[config.mk]
export PLATFORM = sky130hd
export DESIGN_NAME = pwm_fader
export DESIGN_NICKNAME = d
export VERILOG_FILES = /design/src/rtl/pwm_fader.sv
export SDC_FILE = /design/constraint.sdc
export NUM_CORES = 1
export LEC_CHECK = 0
export ABC_AREA = 1
export BUFFER_PORTS_ARGS = -buffer_cell sky130_fd_sc_hd__buf_2
export CORE_UTILIZATION = 59
export DETAILED_ROUTE_END_ITERATION = 10
export PLACE_DENSITY = 0.87
export REMOVE_ABC_BUFFERS = 1
export SYNTH_ARGS = -nofsm -noshare
export SYNTH_HDL_FRONTEND = slang
export SYNTH_SLANG_ARGS = --single-unit
[constraint.sdc]
create_clock -name clk -period 4.9 [get_ports clk]
set_clock_uncertainty 0.05 [all_clocks]
set_input_delay 0.245 -clock clk [delete_from_list [all_inputs] [get_ports clk]]
set_output_delay 0.245 -clock clk [all_outputs]
set_load 0.05 [all_outputs]
[src/rtl/pwm_fader.sv]
// pwm_fader: bus-programmed duty ramp/breathe sequencer driving pwm register writes
// Ports: clk, resetn (async active-low); CPU bus sel/wstrb/addr/wdata -> rdata;
//        pwm_wstrb/pwm_sel/pwm_wdata form a one-cycle duty write into pwm.
module pwm_fader #(
    parameter int DUTY_W  = 4,
    parameter int PRESC_W = 24
) (
    input  logic        clk,
    input  logic        resetn,
    input  logic        sel,
    input  logic        wstrb,
    input  logic [1:0]  addr,
    input  logic [31:0] wdata,
    output logic [31:0] rdata,
    output logic        pwm_wstrb,
    output logic        pwm_sel,
    output logic [31:0] pwm_wdata
);
    typedef enum logic [1:0] {IDLE, COUNT, PUSH} state_t;

    state_t              state, state_nx;
    logic                en, breathe, dir, dir_nx;
    logic [DUTY_W-1:0]   target, cur, cur_nx, goal;
    logic [PRESC_W-1:0]  period, cnt, cnt_nx;
    logic                wr, bounce;

    assign wr     = sel & wstrb;
    assign goal   = (breathe && !dir) ? '0 : target;
    assign bounce = breathe && (target != '0);

    assign rdata = (addr == 2'd0) ? {30'b0, breathe, en} :
                   (addr == 2'd1) ? 32'(target) :
                   (addr == 2'd2) ? 32'(period) : 32'(cur);

    // cur only changes on edges that enter PUSH, so it doubles as the held duty
    assign pwm_wstrb = (state == PUSH);
    assign pwm_sel   = (state == PUSH);
    assign pwm_wdata = 32'(cur);

    always_comb begin
        state_nx = state;
        cnt_nx   = cnt;
        cur_nx   = cur;
        dir_nx   = dir;
        case (state)
            IDLE: begin
                if (en && (cur != goal || bounce)) begin
                    state_nx = COUNT;
                    cnt_nx   = '0;
                end
            end
            COUNT: begin
                if (!en) begin
                    state_nx = IDLE;
                    cnt_nx   = '0;
                end else if (cnt == period) begin
                    state_nx = PUSH;
                    cnt_nx   = '0;
                    cur_nx   = (cur < goal) ? cur + 1'b1 : (cur > goal) ? cur - 1'b1 : cur;
                end else begin
                    cnt_nx = cnt + 1'b1;
                end
            end
            PUSH: begin
                cnt_nx = '0;
                if (!en) begin
                    state_nx = IDLE;
                end else if (cur != goal) begin
                    state_nx = COUNT;
                end else if (bounce) begin
                    state_nx = COUNT;
                    dir_nx   = !dir;
                end else begin
                    state_nx = IDLE;
                end
            end
            default: state_nx = IDLE;
        endcase
        if (wr && addr == 2'd0) begin
            dir_nx = 1'b1;
            if (!wdata[0]) begin
                state_nx = IDLE;
                cnt_nx   = '0;
                cur_nx   = cur;
            end
        end
        // a forced duty always gets pushed and wins over a same-edge step
        if (wr && addr == 2'd3) begin
            cur_nx   = wdata[DUTY_W-1:0];
            cnt_nx   = '0;
            state_nx = PUSH;
        end
    end

    always_ff @(posedge clk or negedge resetn) begin
        if (!resetn) begin
            state   <= IDLE;
            cnt     <= '0;
            cur     <= '0;
            dir     <= 1'b1;
            en      <= 1'b0;
            breathe <= 1'b0;
            target  <= '0;
            period  <= '0;
        end else begin
            state <= state_nx;
            cnt   <= cnt_nx;
            cur   <= cur_nx;
            dir   <= dir_nx;
            if (wr && addr == 2'd0) {breathe, en} <= wdata[1:0];
            if (wr && addr == 2'd1) target <= wdata[DUTY_W-1:0];
            if (wr && addr == 2'd2) period <= wdata[PRESC_W-1:0];
        end
    end
endmodule

Yosys cells after proc, flatten, opt, wreduce, memory -nomap -nowiden
Index checks and enable logic that the tools add are counted.
W data, S select, Z words.

word-level totals
  bits in registers = 61
  input port bits = 38
  output and inout port bits = 66

operators by class
  $add $sub $neg = 3
  magnitude comparators = 2
  equal/unequal tests = 9
  multiplexer cells = 34
  bitwise gates (word level) = 1
  reductions and logical operators = 16

operators by type and width
  kind                     number
  $mux W24                 9
  $pmux W24 S3             1
  $mux W4                  9
  $add A24 B1 Y24 const B  1
  $eq A24 B24 Y1           1
  $mux W2                  6
  $mux W1                  8
  $logic_and A1 B1 Y1      7
  $eq A2 B2 Y1 const B     3
  $pmux W2 S3              1
  $reduce_bool A2 Y1       3
  $add A4 B1 Y4 const B    1
  $eq A2 B1 Y1 const B     2
  $gt A4 B4 Y1             1
  $logic_not A2 Y1         2
  $lt A4 B4 Y1             1
  $ne A4 B4 Y1             1
  $reduce_and A4 Y1        1
  $reduce_bool A4 Y1       1
  $sub A4 B1 Y4 const B    1
  $ne A3 B2 Y1 const B     1
  $ne A2 B1 Y1 const B     1
  $and A1 B1 Y1            1
  $logic_not A1 Y1         1
  $logic_or A1 B1 Y1       1

Logic depth before layout (Yosys ltp)
  word-level depth = 12
  depth in mapped cells = 17

Worst setup path before layout
OpenSTA, ideal clock, no wires.

  path kind = register to register
  start point = register cur[1]
  end point = register cur[3]
  library setup time = 120 ps
  arrival = 2344 ps
  required time = 4730 ps
  path slack = 2386 ps
  cell stages (with the launch flop) = 15
  path buffers = 0
  clock period less this slack = 2514 ps
  cell sequence = dfrtp_1 ha_1 inv_1 nor2_1 o21ai_0 nand2_1 ha_1 a21oi_1 nand2_1 nand2_1 nand3_1 nand2_1 o21ai_0 nand3_1 nand2_1

between the ends
  cells in the longest elaborated chain, start to end = 9
  elaborated cells between the ends (all ways) = 12
  those cells by class = add/sub (2); order compare (2); mux (8)

RTL lines
  item                                           line  source
  from (decl)                                    23    logic [DUTY_W-1:0] target, cur, cur_nx, goal;
  from (signal assigned)                         108   cur <= cur_nx;
  $sub A4 B1 Y4 or $gt A4 B4 Y1 (tied branches)  59    cur_nx = (cur < goal) ? cur + 1'b1 : (cur > goal) ? cur - 1'b1 : cur;
  $mux W4                                        59
  $mux W4 (*)                                    59
  $mux W4 (*)                                    56    end else if (cnt == period) begin
  $mux W4 (*)                                    53    if (!en) begin
  $mux W4 (*)                                    45    case (state)
  $mux W4                                        81    if (!wdata[0]) begin
  $mux W4 (*)                                    79    if (wr && addr == 2'd0) begin
  $mux W4 (*)                                    88    if (wr && addr == 2'd3) begin

Every way passes the cells marked *; elsewhere a longest branch is shown, timed or not. The select of a mux whose other input is x is not followed.
A chain may end at the register's enable or synchronous reset.

Worst setup path after layout
  start point = register dir
  end point = register cur[3]

between the ends
  cells in the longest elaborated chain, start to end = 12
  elaborated cells between the ends (all ways) = 13
  those cells by class = order compare (2); mux (9); reduce/logical (2)

RTL lines
  item                     line  source
  from (decl)              22    logic en, breathe, dir, dir_nx;
  from (signal assigned)   109   dir <= dir_nx;
  $logic_not A1 Y1 (*)     28    assign goal = (breathe && !dir) ? '0 : target;
  $logic_and A1 B1 Y1 (*)  28
  $mux W4 (*)              28
  $gt A4 B4 Y1             59
  $mux W4                  59
  $mux W4 (*)              59
  $mux W4 (*)              56
  $mux W4 (*)              53
  $mux W4 (*)              45
  $mux W4                  81
  $mux W4 (*)              79
  $mux W4 (*)              88

Marks and branches as above.

==> metrics.csv <==
metric,value,unit
synth_area_leader_cell,dfrtp_1,
max_freq,353.4,MHz
crit_path_max_incr_delay,0.53,ns
fin_crit_sh,57.75,%
slowest_stage,dfstp_2,
cp.required,5.14,ns
worst_pin_slew,0.7828,ns
grt_pass1_wl,16640,um
cp_common_cell,nand2_1,
switching_share,44.90,%
synth_xor_area_share,6.939,%
synthMuxAreaShare,0,%
grt_use_total,27.79,%
die_y,88.54,um
gp_congestion,0.9279,
num-fill-cells,658,
grt_pass1_vias,3561,
maxSlewHeadroom,47.81,%
grt_setup_unrepaired,false,
drc,0,
cts_hold_buf,0,
via_per_inst,5.371,
synth_top_family_by_area,simple AND/OR/NAND/NOR gates,
clock_latency,0.35,ns
ir_drop,0.2280,mV
synth_top_area_share,33.98,%
antenna_cells,0,
io_buffers,59,
whs,-0.001752,ns
cts_setup_buffers,0,
cts_root_buf,clkbuf_8,
power.share.sequential,35.9,%
power.switching,868.1,uW
regArea,1528,sq um
arrival,3.07,ns
max_cap_viol_count,0,
synth.cell_area,4418,sq um
io_pins,104,
vias,4082,
multi_input_area,2376,sq um
violations,negative hold slack,
htreeDepth,3,
drt-wirelength-per-cell,13.42,um
path_clk_slew,0.07,ns
hp-class,in -> async,
pwr-share-comb,40.4,%
async_flop_share,100.0,%
synth_compound_area_share,11.38,%
cts_resized,0,
hold_violations,1,
yosys.area_share.simple,29.96,%
synth-main-ff-cell,dfrtp_1,
timing.setup.tns,0,ns
syn_area_per_cell,7.243,sq um
synthTopCellsByArea,"dfrtp_1 34%, nand2_1 11%, buf_4 7.6%, nor2_1 6.8%, xnor2_1 5.7%",
drt_first_pass_iters,6,
p_clk_share,23.7,%
setup_viol,0,
cts_buffers,9,
yosys-top-cells-count,"133 x nand2_1, 80 x nor2_1, 60 x dfrtp_1",
fp.dieW,88.54,um
core,7253,sq um
synth.most_common_cell,nand2_1,
cts_tree,built,
drt_iter0_drc,404,
initial_core_util,60.91,%
synthAdderAreaFrac,2.436,%
final_nets,702,
grt_max_degree,62,
crit_path_end_kind,flop,
syn_inst,610,
grt-ovfl-total,0,
synth.distinct_cells,38,
die_area,7838,sq um
power_density,406.9,nW/um^2
total_power,1933,uW
status,"complete, but fails checks",
drtAntennaViolNets,0,
p_int,1065,uW
ys_seq_area_share,34.58,%
ys.warnings.count,0,
leakage,0.002321,uW
clock_sinks,61,
slew_violations,0,
synth_edf_count,0,
ys_ff_latch,61,
drive_above_1_share,16.34,%
dp_hpwl,7074,um
path_cells,"inv_1, nand2_1, nand2_1, ha_1, inv_1, nor2_1, o21ai_0, nand2_1, ha_1, a21oi_1, nand3b_1, nand3_1, nand2_1, o21ai_0, nand3_1, nand2_1",
period_minus_slack,2.830,ns
drt_wl_total,10200,um
rows,31,
worstSetupPathType,reg -> reg,
worstPathMaxFanout,6,
antenna_found_initial,0,
cts.path.max_buffers,2,
cp-start-kind,flop,
area_delta_synth_final,7.562,%
==> flip-flops by register name, indices dropped and copies added, names as in the netlist <==
register / cells
cnt: 24
period: 24
cur: 4
target: 4
state: 2
breathe: 1
dir: 1
en: 1
==> cell usage in the layout (no fill, tap or decap), drive strengths merged <==
master    count
dfrtp        60
xnor2        29
a21oi        50
ha            7
nand2       141
nor2         88
o21ai        39
nand3        38
nand4         8
clkinv        2
o211ai        2
dfstp         1
nor3          8
xor2          6
a211oi        1
inv          55
fa            1
nand3b        9
buf          62
a31oi         2
a21boi        2
clkbuf       10
bufinv        1
clkinvlp      3
conb         36
==> cell type report <==
class	count	area share, %
timing repair buffer	62	6.688
tap	99	2.607
clock buffer	10	2.896
clock inverter	6	1.316
inverter	55	4.344
sequential	61	32.15
multi-input combinational	467	50.00
==> logic make-up (layout without fill, tap and decap cells) <==
logic type	count (synthesis)	count (layout)
AND/OR/NAND/NOR	292	292
other	1	36
flip-flops	61	61
XOR/XNOR	35	35
AO/OA/AOI/OAI	96	96
adder cells (fa/ha/maj)	8	8
buffers and inverters	117	133
==> metal layers <==
layer	up-vias	track usage, %	share of wire [%]
met4	0	7.478	1.4
li1	1971	-	-
met2	188	43.15	47
met3	16	6.903	6.9
met1	1907	38.87	45
met5	-	0	0
==> critical path: cells and delay by family, from the launching register on <==
kind | cells | cell delay, ns
buf+inv | 2 | 0.12
fa+ha+maj | 2 | 0.67
flops | 1 | 0.53
compound gates | 3 | 0.52
simple gates | 9 | 0.87
==> worst paths after layout <==
check                               start         end  slack, ns  cells past startpoint
max in group asynchronous          resetn      cnt[7]       4.27                      2
worst max register to register        dir      cur[3]       2.07                     16
min in group clk                wdata[22]  period[22]       0.08                      3
worst min-delay path               resetn  period[22]     -0.002                      2
worst max-delay path                  dir      cur[3]       2.07                     16
worst min register to register  target[0]   target[0]       0.44                      2
==> power by group through the flow <==
| stage | Sequential [uW] | Combinational, uW | Clock [uW] |
|---|---|---|---|
| floorplan | 727 | 546 | 0 |
| global placement | 697 | 730 | 0 |
| detailed placement | 701 | 769 | 0 |
| CTS | 692 | 778 | 460 |
| global route | 706 | 870 | 488 |
| finish | 695 | 781 | 458 |
==> per-stage QoR <==
step / instances / util [%] / hold WS (ns) / setup slack [ns] / area, sq um
final: 760 / 65.52 / -0.001752 / 2.070 / 4752
after floorplan: 583 / - / -0.1006 / 2.386 / 4110
after global routing: 760 / 65.52 / 0.07378 / 1.754 / 4752
after detailed placement: 744 / 62.76 / 0.4113 / 2.110 / 4552
after CTS: 760 / 65.52 / 0.03239 / 2.081 / 4752
after global placement: 744 / 62.76 / 0.3953 / 2.239 / 4552
(Power assumes the default switching activity.)
